<file path="config.mk">
export PLATFORM = sky130hd
export DESIGN_NAME = rv32_mod_mem_port_arbiter
export DESIGN_NICKNAME = d
export VERILOG_FILES = /design/src/rtl/rv32_mod_mem_port_arbiter.sv
export SDC_FILE = /design/constraint.sdc
export NUM_CORES = 1
export LEC_CHECK = 0
export CELL_PAD_IN_SITES_DETAIL_PLACEMENT = 0
export CELL_PAD_IN_SITES_GLOBAL_PLACEMENT = 1
export CORE_ASPECT_RATIO = 0.9
export CORE_UTILIZATION = 37
export CTS_BUF_LIST = sky130_fd_sc_hd__clkbuf_2
export CTS_CLUSTER_SIZE = 40
export DETAILED_ROUTE_END_ITERATION = 16
export GPL_ROUTABILITY_DRIVEN = 0
export PLACE_DENSITY_LB_ADDON = 0.12
export SYNTH_ARGS = -nofsm -noshare
export SYNTH_HDL_FRONTEND = slang
export SYNTH_SLANG_ARGS = --single-unit
</file>
<file path="constraint.sdc">
create_clock -name clk -period 7.8 [get_ports clk]
set_clock_uncertainty 0.05 [all_clocks]
set_input_delay 1.17 -clock clk [delete_from_list [all_inputs] [get_ports clk]]
set_output_delay 1.17 -clock clk [all_outputs]
set_load 0.005 [all_outputs]
</file>
<file path="src/rtl/rv32_mod_mem_port_arbiter.sv">
// Shares the single external memory port between instruction fetch (port 0) and the LSU
// (port 1); one transaction in flight, with a watchdog against silent slaves.
module rv32_mod_mem_port_arbiter #(
    parameter int unsigned TIMEOUT_W = 8,
    parameter bit          RR_EN     = 1'b1
) (
    input  logic        clk,
    input  logic        reset,
    input  logic        m0_req,
    input  logic        m0_wr,
    input  logic [3:0]  m0_be,
    input  logic [31:0] m0_addr,
    input  logic [31:0] m0_do,
    output logic        m0_ack,
    output logic        m0_err,
    output logic [31:0] m0_di,
    input  logic        m1_req,
    input  logic        m1_wr,
    input  logic [3:0]  m1_be,
    input  logic [31:0] m1_addr,
    input  logic [31:0] m1_do,
    output logic        m1_ack,
    output logic        m1_err,
    output logic [31:0] m1_di,
    output logic        dext_req,
    output logic        dext_wr,
    output logic [3:0]  dext_be,
    output logic [31:0] dext_addr,
    output logic [31:0] dext_do,
    input  logic        dext_ack,
    input  logic        dext_err,
    input  logic [31:0] dext_di,
    output logic        protocol_err
);
    typedef struct packed {
        logic        wr;
        logic [3:0]  be;
        logic [31:0] addr;
        logic [31:0] wdata;
    } cmd_t;

    typedef enum logic [1:0] {StIdle, StIssue, StWait} state_t;

    localparam logic [TIMEOUT_W-1:0] CntMax = {TIMEOUT_W{1'b1}};

    state_t               state_q, state_d;
    logic [1:0]           pend_q, pend_d;
    cmd_t [1:0]           pcmd_q, pcmd_d;
    logic                 owner_q, owner_d;
    logic                 last_q, last_d;
    logic [TIMEOUT_W-1:0] cnt_q, cnt_d;
    logic                 dreq_q, dreq_d;
    cmd_t                 dcmd_q, dcmd_d;
    logic [1:0]           ack_q, ack_d;
    logic [1:0]           err_q, err_d;
    logic [31:0]          rdata_q, rdata_d;
    logic                 perr_q, perr_d;

    logic [1:0]           in_req, active, accept, cand;
    cmd_t [1:0]           in_cmd;
    logic                 win, resp, tmo;
    logic [TIMEOUT_W-1:0] cnt_inc;

    assign in_req    = {m1_req, m0_req};
    assign in_cmd[0] = {m0_wr, m0_be, m0_addr, m0_do};
    assign in_cmd[1] = {m1_wr, m1_be, m1_addr, m1_do};
    assign active    = (state_q == StIdle) ? 2'b00 : (owner_q ? 2'b10 : 2'b01);
    // A port that is already queued or on the bus may not post a second request.
    assign accept    = in_req & ~pend_q & ~active;
    assign cand      = pend_q | accept;
    assign win       = (&cand) ? (RR_EN ? ~last_q : 1'b1) : cand[1];
    assign resp      = dext_ack | dext_err;
    assign cnt_inc   = cnt_q + 1'b1;
    assign tmo       = (state_q == StWait) && !resp && (cnt_inc == CntMax);

    always_comb begin
        state_d = state_q;
        pend_d  = pend_q | accept;
        pcmd_d  = pcmd_q;
        owner_d = owner_q;
        last_d  = last_q;
        cnt_d   = cnt_q;
        dreq_d  = 1'b0;
        dcmd_d  = dcmd_q;
        ack_d   = 2'b00;
        err_d   = 2'b00;
        rdata_d = '0;
        perr_d  = |(in_req & ~accept);
        for (int n = 0; n < 2; n++) begin
            if (accept[n]) pcmd_d[n] = in_cmd[n];
        end
        case (state_q)
            StIdle: begin
                if (|cand) begin
                    pend_d[win] = 1'b0;
                    dcmd_d      = pend_q[win] ? pcmd_q[win] : in_cmd[win];
                    dreq_d      = 1'b1;
                    owner_d     = win;
                    last_d      = win;
                    state_d     = StIssue;
                end
            end
            StIssue, StWait: begin
                if (resp || tmo) begin
                    state_d = StIdle;
                    if (dext_err || tmo) begin
                        err_d[owner_q] = 1'b1;
                    end else begin
                        ack_d[owner_q] = 1'b1;
                        rdata_d        = dcmd_q.wr ? 32'h0 : dext_di;
                    end
                end else if (state_q == StIssue) begin
                    state_d = StWait;
                    cnt_d   = '0;
                end else begin
                    cnt_d = cnt_inc;
                end
            end
            default: state_d = StIdle;
        endcase
    end

    always_ff @(posedge clk or posedge reset) begin
        if (reset) begin
            state_q <= StIdle;
            pend_q  <= 2'b00;
            pcmd_q  <= '0;
            owner_q <= 1'b0;
            last_q  <= 1'b0;
            cnt_q   <= '0;
            dreq_q  <= 1'b0;
            dcmd_q  <= '0;
            ack_q   <= 2'b00;
            err_q   <= 2'b00;
            rdata_q <= '0;
            perr_q  <= 1'b0;
        end else begin
            state_q <= state_d;
            pend_q  <= pend_d;
            pcmd_q  <= pcmd_d;
            owner_q <= owner_d;
            last_q  <= last_d;
            cnt_q   <= cnt_d;
            dreq_q  <= dreq_d;
            dcmd_q  <= dcmd_d;
            ack_q   <= ack_d;
            err_q   <= err_d;
            rdata_q <= rdata_d;
            perr_q  <= perr_d;
        end
    end

    assign m0_ack       = ack_q[0];
    assign m0_err       = err_q[0];
    assign m0_di        = ack_q[0] ? rdata_q : 32'h0;
    assign m1_ack       = ack_q[1];
    assign m1_err       = err_q[1];
    assign m1_di        = ack_q[1] ? rdata_q : 32'h0;
    assign dext_req     = dreq_q;
    assign dext_wr      = dcmd_q.wr;
    assign dext_be      = dcmd_q.be;
    assign dext_addr    = dcmd_q.addr;
    assign dext_do      = dcmd_q.wdata;
    assign protocol_err = perr_q;
endmodule

</file>
==> results of run 1 <==
[cell families (layout without fill, tap and decap cells)]
logic type               Yosys count  count (layout)  synth area share
XOR/XNOR                           2               2          0.001489
AND/OR/NAND/NOR                  132             132           0.06741
flip-flops                       258             258            0.5486
buffers and inverters             61             453           0.02095
other                              0               3                 0
AO/OA/AOI/OAI                     38              38           0.02329
adder cells (fa/ha/maj)            5               5          0.005316
multiplexers                     279             279            0.3329
[cells in the mapped netlist, types with 2 or more instances]
library cell | instances | area [sq um]
a211oi_1 | 3 | 22.52
a21oi_1 | 7 | 35.03
a31oi_1 | 4 | 25.02
and2_1 | 96 | 600.6
buf_2 | 13 | 65.06
clkbuf_1 | 35 | 131.4
dfrtp_1 | 258 | 6456
ha_1 | 5 | 62.56
inv_1 | 11 | 41.29
mux2_1 | 2 | 22.52
mux2_2 | 207 | 2331
mux4_2 | 69 | 1554
nand2_1 | 6 | 22.52
nand2b_1 | 2 | 12.51
nand3_1 | 4 | 20.02
nand3b_1 | 2 | 15.01
nand4_1 | 3 | 18.77
nor2_1 | 11 | 41.29
nor3b_1 | 2 | 15.01
nor4_1 | 2 | 12.51
o211ai_1 | 2 | 15.01
o21ai_0 | 6 | 30.03
o22ai_1 | 3 | 18.77
[layer usage]
metal	vias to the layer above	wire length, microns	global-route usage
met5	-	13	0
met4	2	672	0.07609
met3	52	3110	0.08182
met2	301	13910	0.2917
met1	3915	12550	0.2380
li1	3566	-	-
[metrics by stage]
step	total power, mW	setup slack [ns]	hold WS [ns]	instances
detailed placement	5.100	3.696	0.4409	1459
CTS	6.084	3.942	0.4588	1576
global placement	5.051	3.699	0.4338	1459
floorplan	4.116	3.180	0.4242	775
finish	5.953	4.102	0.4549	1579
global route	6.403	3.836	0.4712	1577
[worst max-delay path by stage]
stage,startpoint,endpoint,cells past startpoint
after floorplan,reset,ack_q[0],1
after global routing,ack_q[0],m0_di[24],2
final,ack_q[1],m1_di[6],2
after CTS,ack_q[0],m0_di[24],2
after global placement,m0_req,dext_addr[2],6
after detailed placement,m1_req,pcmd_q[72],5
[area by class of cell]
| cell class | count | area (sq um) |
|---|---|---|
| Fill cell | 2813 | 15090 |
| Sequential cell | 258 | 6456 |
| Multi-Input combinational cell | 456 | 5102 |
| Timing Repair Buffer | 324 | 3243 |
| Clock buffer | 108 | 540.5 |
| Tap cell | 409 | 511.7 |
| Clock inverter | 9 | 60.06 |
| Inverter | 12 | 50.05 |
| Antenna cell | 3 | 7.507 |
[power breakdown]
| part | internal, mW | switching (mW) | total [mW] |
|---|---|---|---|
| clock | 0.392 | 0.549 | 0.941 |
| combinational | 1.72 | 1.02 | 2.74 |
| sequential | 1.96 | 0.320 | 2.28 |
[worst max-delay path: stages, from the launching register on]
cell and delay (ns):
dfrtp_1 0.85, and2_1 0.31, clkdlybuf4s50_1 0.53
[state kept, by name, summed over array words and instances, names as in the netlist]
register,cells
pcmd_q,138
dext_addr,32
dext_do,32
rdata_q,32
cnt_q,8
dext_be,4
ack_q,2
err_q,2
pend_q,2
state_q,2
dext_req,1
dext_wr,1
last_q,1
protocol_err,1
==> impl_metrics.tcl, run 1 <==
set metrics [dict create \
    power_leakage_nw 6.593 \
    holdBufCountCts 0 \
    worst_pin_slew_ns 1.071 \
    critical_path.startpoint_type "flip-flop" \
    reg2reg_to "dext_addr[2]" \
    cp.arrival_ns 2.48 \
    hold_path_startpoint "pcmd_q[124]" \
    cts_resized 0 \
    crit_fanout 33 \
    synth_ff_type "dfrtp_1" \
    slew_violations 0 \
    power_density_mw_per_mm2 372.7 \
    status "complete, no violations" \
    nets 1304 \
    async_flop_share 1.000 \
    clock_latency_ns 0.81 \
    period_needed_ns 3.699 \
    avgSynthCellArea_sq_um 15.18 \
    cts_buffers 71 \
    finalCritPeriodShare 0.4742 \
    hold_end "pcmd_q[124]" \
    synthesis.area_sq_mm 0.01177 \
    clkSinkCount 258 \
    core_area_sq_mm 0.03106 \
    firstDrtPassIters 4 \
    pin_count 315 \
    grt_usage 0.1908 \
    vias_per_cell 4.963 \
    r2r_slack_ns 4.65 \
    dieWidth_microns 190.0 \
    rsz0062_at_grt "false" \
    hp-class "flip-flop to flip-flop" \
    synth_seq_area_share 0.5486 \
    vias 7836 \
    syn_to_final_growth_pct 35.73 \
    cts.htree.levels 3 \
    crit_required_ns 6.58 \
    setup_viol 0 \
    grt_pass1_vias 8370 \
    maxCapViolCount 0 \
    syn_inst 775 \
    r2r-start "state_q[0]" \
    path_class "flip-flop to primary output" \
    grt_pass1_wl_microns 47570 \
    worst_setup_path_end_kind "primary output" \
    design.die.area_sq_mm 0.03252 \
    slew_headroom 0.2841 \
    hold_viol_final 0 \
    tns_ns 0 \
    final_cell_mix "clkdlybuf4s50_1, dfrtp_1, mux2_2" \
    layout_commonest_cell "clkdlybuf4s50_1" \
    start_util 0.3788 \
    drc 0 \
    die_h_microns 171.2 \
    routed_wl_microns 30250 \
    reg2regPathDepth 8 \
    grt_overflow 0 \
    avgRoutedWirePerCell_microns 19.16 \
    portBuffers 314 \
    synth_edf_count 0 \
    yosysUniqueCellTypes 45 \
    peakVddDrop_uv 164.0 \
    cts_tree "yes" \
    postCtsSetupBuffers 0 \
    root_buffer "clkbuf_2" \
    final_cell_area_sq_mm 0.01597 \
    first_iter_violations 293 \
    layout-drive-gt1-share 0.3496 \
    rows 61 \
    grt_max_degree 145 \
    final_util 0.5142 \
    max-clock-path-buffers 3 \
    cts.clk_slew.worst_paths_ns 0.09 \
    placed_cell_area_sq_mm 0.01536 \
    antenna_found_initial 6 \
    whs_path_depth 1 \
    hpwl_microns 19940 \
    clock.fmax_mhz 270.4 \
    antenna_left 0 \
    yosysWarningCount 0 \
    ys_seq_elements 258 \
    syn-num-nets 956 \
]
(Power assumes the default switching activity.)
==> run 2: changes to the inputs <==
==> constraint.sdc (replaced) <==
create_clock -name clk -period 3.3 [get_ports clk]
set_clock_uncertainty 0.05 [all_clocks]
set_input_delay 0.495 -clock clk [delete_from_list [all_inputs] [get_ports clk]]
set_output_delay 0.495 -clock clk [all_outputs]
set_load 0.005 [all_outputs]
==> run 2 against run 1 <==
Net effect: clock power rose by 140%; setup slack got worse by 3.8 ns; via count rose by 0.80%.
==> impl_metrics.tcl, run 2 (synthesized netlist as in run 1, its figures left out) <==
set metrics [dict create \
    cts_buffers 71 \
    largest_register "pcmd_q" \
    path_class "flip-flop to primary output" \
    worst_pin_slew_ns 0.7893 \
    clkSinkCount 258 \
    hp-class "input pin to flip-flop" \
    syn_to_final_growth_pct 37.34 \
    grt_pass1_vias 8367 \
    p_total_mw 14.33 \
    dieWidth_microns 190.0 \
    layout-drive-gt1-share 0.3461 \
    nets 1313 \
    power_leakage_nw 6.654 \
    root_buffer "clkbuf_2" \
    design.die.area_sq_mm 0.03252 \
    first_iter_violations 222 \
    finalCritPeriodShare 0.9100 \
    grt_usage 0.1928 \
    crit_required_ns 2.75 \
    routed_wl_microns 30710 \
    postCtsSetupBuffers 0 \
    grt_overflow 0 \
    cp.arrival_ns 2.46 \
    firstDrtPassIters 4 \
    r2r_slack_ns 0.75 \
    core_area_sq_mm 0.03106 \
    max-clock-path-buffers 3 \
    cts.htree.levels 3 \
    tns_ns 0 \
    peakVddDrop_uv 504.7 \
    pin_count 315 \
    reg2reg_to "dext_do[25]" \
    hold_path_startpoint "dext_di[6]" \
    die_h_microns 171.2 \
    setup_viol 0 \
    r2r-start "state_q[0]" \
    reg2regPathDepth 8 \
    hold_viol_final 0 \
    antenna_found_initial 6 \
    cts_tree "yes" \
    slew_headroom 0.4738 \
    hold_end "rdata_q[6]" \
    clock.fmax_mhz 333.0 \
    start_util 0.3788 \
    rsz0062_at_grt "false" \
    hpwl_microns 20510 \
    post-place-ws_ns 0.4373 \
    grt_pass1_wl_microns 47840 \
    vias 7899 \
    whs_path_depth 2 \
    critical_path.startpoint_type "flip-flop" \
    grt_max_degree 72 \
    power_density_mw_per_mm2 887.0 \
    cts.clk_slew.worst_paths_ns 0.11 \
    status "complete, no violations" \
    drc 0 \
    maxCapViolCount 0 \
    rows 61 \
    slew_violations 0 \
    vias_per_cell 4.962 \
    avgRoutedWirePerCell_microns 19.29 \
    worst_setup_path_end_kind "primary output" \
    final_cell_mix "clkdlybuf4s50_1, dfrtp_1, mux2_2" \
    antenna_left 0 \
    portBuffers 314 \
    clock_latency_ns 0.81 \
    setup_ws_ns 0.2971 \
    largest_reg_flops 138 \
    crit_fanout 33 \
    layout_commonest_cell "clkdlybuf4s50_1" \
    period_needed_ns 3.003 \
]
run 2: cell count changes in the layout (fill, tap and decap cells not counted), sizes merged:
cell	change
buf	+8
bufinv	+1
clkbuf	-13
clkinv	+15
diode	+1
dlygate4sd3	+1
run 2: how the worst max path moves through the flow:
stage                        start     endpoint  depth (start not counted)
after floorplan              reset     ack_q[0]                          1
after global placement      m0_req  dext_do[26]                          6
after detailed placement    m0_req  dext_do[15]                          6
after CTS                 ack_q[1]    m1_di[18]                          2
after global routing      ack_q[0]    m0_di[17]                          2
final                     ack_q[0]    m0_di[24]                          2
run 2: final cells by class:
cell class | instances | area (sq um)
multi-input combinational | 456 | 5102
tap | 409 | 511.7
antenna | 4 | 10.01
sequential | 258 | 6457
inverter | 12 | 50.05
timing repair buffer | 333 | 3401
fill | 2746 | 14900
clock buffer | 95 | 475.5
clock inverter | 25 | 153.9
run 2: critical path, stage by stage (launching register included):
cell and delay (ns):
dfrtp_1 0.86, and2_1 0.27, clkdlybuf4s50_1 0.52
run 2: metrics by stage:
step	hold slack (ns)	cell area (sq um)	std cells	util
6_report	0.1726	16160	1592	0.5203
5_1_grt	0.06713	16160	1590	0.5201
4_1_cts	0.04362	16150	1588	0.5199
3_5_place_dp	0.4403	15510	1467	0.4993
3_3_place_gp	0.4330	15510	1467	0.4993
2_1_floorplan	0.4242	11770	775	-
run 2: repair_timing:
action	4_1_cts	5_1_grt
gates resized for setup	0	1
hold buffers	1	0
hold endpoints to repair	4	0
setup endpoints to repair	0	2
run 2: power breakdown:
group	internal, mW	switching, mW	total (mW)
Sequential	4.62	0.759	5.38
Combinational	4.22	2.46	6.67
Clock	0.939	1.34	2.28
run 2: metal layers:
| layer | up-vias | track usage | share of wire |
|---|---|---|---|
| met4 | 2 | 0.07819 | 0.023 |
| met5 | - | 0 | 0.00055 |
| met1 | 3964 | 0.2379 | 0.41 |
| li1 | 3587 | - | - |
| met3 | 66 | 0.07835 | 0.10 |
| met2 | 280 | 0.3002 | 0.46 |
==> run 3: changes to the inputs <==
--- a/config.mk
+++ b/config.mk
@@ -5,10 +5,11 @@
 export SDC_FILE = /design/constraint.sdc
 export NUM_CORES = 1
 export LEC_CHECK = 0
+export ABC_AREA = 1
 export CELL_PAD_IN_SITES_DETAIL_PLACEMENT = 0
 export CELL_PAD_IN_SITES_GLOBAL_PLACEMENT = 1
 export CORE_ASPECT_RATIO = 0.9
-export CORE_UTILIZATION = 37
+export CORE_UTILIZATION = 33
 export CTS_BUF_LIST = sky130_fd_sc_hd__clkbuf_2
 export CTS_CLUSTER_SIZE = 40
 export DETAILED_ROUTE_END_ITERATION = 16
==> run 3 against run 2 <==
Net effect: count of clock-buffer cells in the layout is 10 higher; clock power is 5% higher; area after synthesis is 7.4% higher; critical path depth is 2 higher; flip-flop and latch count stayed put; synthesized cell count is 120% higher.
==> impl_metrics.tcl, run 3 <==
set metrics [dict create \
    cts.htree.levels 3 \
    start_util 0.3373 \
    rows 67 \
    antenna_found_initial 3 \
    nFillCells 3940 \
    post-place-ws_ns 0.3098 \
    r2r-start "state_q[0]" \
    path_class "flip-flop to primary output" \
    power_leakage_nw 8.707 \
    yosysWarningCount 0 \
    syn-num-nets 1901 \
    cts_tree "yes" \
    synthMuxAreaShare 0 \
    cts.clk_slew.worst_paths_ns 0.10 \
    hp-class "input pin to flip-flop" \
    grt_pass1_wl_microns 68400 \
    avgRoutedWirePerCell_microns 16.86 \
    worst_pin_slew_ns 1.017 \
    portBuffers 314 \
    nets 2203 \
    comb_power_share 0.509 \
    grt_usage 0.2215 \
    status "complete, no violations" \
    yosysUniqueCellTypes 23 \
    timing.hold.ws_ns 0.1150 \
    maxCapViolCount 0 \
    first_iter_violations 828 \
    crit_required_ns 2.75 \
    hold_end "pcmd_q[1]" \
    synth_top_area_share 0.5107 \
    synth_most_common_cell "nand2_1" \
    dieWidth_microns 208.3 \
    clock_latency_ns 0.88 \
    design.die.area_sq_mm 0.03909 \
    layout_commonest_cell "nand2_1" \
    ys_seq_elements 258 \
    final_cell_mix "nand2_1, clkdlybuf4s50_1, dfrtp_1" \
    synth-simple-area-share 0.2561 \
    layout-drive-gt1-share 0.07391 \
    cp-startpoint "ack_q[0]" \
    rsz0062_at_grt "false" \
    peakVddDrop_uv 869.2 \
    setup_ws_ns 0.3792 \
    postCtsSetupBuffers 0 \
    clock.fmax_mhz 342.4 \
    synth_xor_area_frac 0.0006929 \
    antenna_left 0 \
    r2r_slack_ns 0.44 \
    largest_register "pcmd_q" \
    core_area_sq_mm 0.03747 \
    switching_power_mw 7.284 \
    pin_count 315 \
    synth_top_family_by_area "simple AND/OR/NAND/NOR gates" \
    critical_path.startpoint_type "flip-flop" \
    root_buffer "clkbuf_2" \
    yosys.area.top_type "dfrtp_1" \
    power_density_mw_per_mm2 934.9 \
    clkSinkCount 258 \
    holdBufCountCts 0 \
    hold_path_startpoint "m0_do[1]" \
    max-clock-path-buffers 3 \
    vias_per_cell 4.766 \
    grt_pass1_vias 12060 \
    grt_overflow 0 \
    slew_headroom 0.3223 \
    seqPwrFrac 0.340 \
    vias 12180 \
    cp.arrival_ns 2.38 \
    firstDrtPassIters 5 \
    async_flop_share 1.000 \
    grt_max_degree 149 \
    period_needed_ns 2.921 \
    p_int_mw 8.507 \
    syn_inst 1720 \
    synth_ff_type "dfrtp_1" \
    slew_violations 0 \
    synth_seq_area_share 0.5107 \
    switching_share 0.4613 \
    reg2regPathDepth 11 \
    setup_viol 0 \
    synth_compound_area_frac 0.1417 \
    synthesis.area_sq_mm 0.01264 \
    largest_reg_flops 138 \
    tns_ns 0 \
    hold_viol_final 0 \
    whs_path_depth 3 \
    ys_top_cells_by_area "dfrtp_1, nand2_1, o21ai_0" \
    finalCritPeriodShare 0.8851 \
    synth_edf_count 0 \
    syn_to_final_growth_pct 33.62 \
    synth_common_cells "nand2_1, dfrtp_1, inv_1" \
    worst_setup_path_end_kind "primary output" \
    cts_buffers 74 \
    p_clk_frac 0.151 \
    reg2reg_to "dext_do[18]" \
    drc 0 \
    routed_wl_microns 43100 \
    die_h_microns 187.7 \
    synthAdderAreaFrac 0.004949 \
    avgSynthCellArea_sq_um 7.349 \
    crit_fanout 20 \
    hpwl_microns 26220 \
]
==> run 3: cell count changes after synthesis, moves of 73 or more <==
cell     previous run  this run
nand3_1             4        77
o21ai_1             1       136
and2_1             96         0
mux2_2            207         0
o21ai_0             6       150
inv_1              11       154
nand2_1             6       693
==> run 3: cell type report <==
class | count | area, sq um | area share
inverters | 158 | 596.8 | 0.03533
multi-input cells | 1191 | 5169 | 0.3060
well taps | 483 | 604.3 | 0.03578
clock buffers | 105 | 525.5 | 0.03111
diodes | 3 | 7.507 | 0.0004444
flip-flops and latches | 258 | 6457 | 0.3823
repair buffers | 339 | 3406 | 0.2016
clock inverters | 19 | 125.1 | 0.007407
==> run 3: cells by family (layout without fill, tap and decap cells) <==
group / count (synthesis) / count (layout)
other: 0 / 3
AND/OR/NAND/NOR: 828 / 828
buffers and inverters: 271 / 621
flip-flops: 258 / 258
adder cells (fa/ha/maj): 5 / 5
AO/OA/AOI/OAI: 357 / 357
XOR/XNOR: 1 / 1
==> run 3: metrics by stage <==
stage / std cells / total power, mW / util / area, sq um
after global placement: 2429 / 13.41 / 0.4332 / 16230
after detailed placement: 2429 / 13.52 / 0.4332 / 16230
final: 2556 / 15.79 / 0.4508 / 16890
after global routing: 2556 / 17.24 / 0.4508 / 16890
after CTS: 2553 / 15.98 / 0.4505 / 16880
after floorplan: 1720 / 10.31 / - / 12640
==> run 3: what timing repair did <==
action / CTS / global route
endpoints found under the hold margin: 0 / 0
gates resized for setup: 0 / 1
endpoints found under the setup margin: 0 / 14
==> run 3: worst max-delay path by stage <==
stage | end | slack (ns) | cells after the start
final | m0_di[20] | 0.38 | 4
after detailed placement | dext_addr[3] | 0.31 | 8
after global routing | dext_do[30] | 0.19 | 11
after CTS | m0_di[20] | 0.01 | 4
after floorplan | ack_q[0] | -0.64 | 1
after global placement | dext_addr[0] | 0.36 | 8
==> run 3: power groups by stage <==
stage / combinational [mW] / sequential (mW) / clock [mW]
2_1_floorplan: 5.07 / 5.24 / 0
3_3_place_gp: 8.01 / 5.41 / 0
3_5_place_dp: 8.11 / 5.41 / 0
4_1_cts: 8.12 / 5.36 / 2.50
5_1_grt: 9.05 / 5.53 / 2.66
6_report: 8.03 / 5.37 / 2.39
==> run 3: critical path, cell delays in order, from the launching register on <==
cell	delay (ns)
dfrtp_2	0.60
buf_4	0.27
nand2_1	0.07
inv_1	0.05
clkdlybuf4s50_1	0.53
==> run 3: per-layer routing <==
layer / up-vias / wire (microns) / share of wire / GRT usage
met2: 389 / 19170 / 0.44 / 0.3427
met3: 58 / 2191 / 0.051 / 0.03417
met1: 5692 / 20870 / 0.48 / 0.3161
li1: 6043 / - / - / -
met4: 0 / 877 / 0.020 / 0.07208
met5: - / 0 / 0 / 0
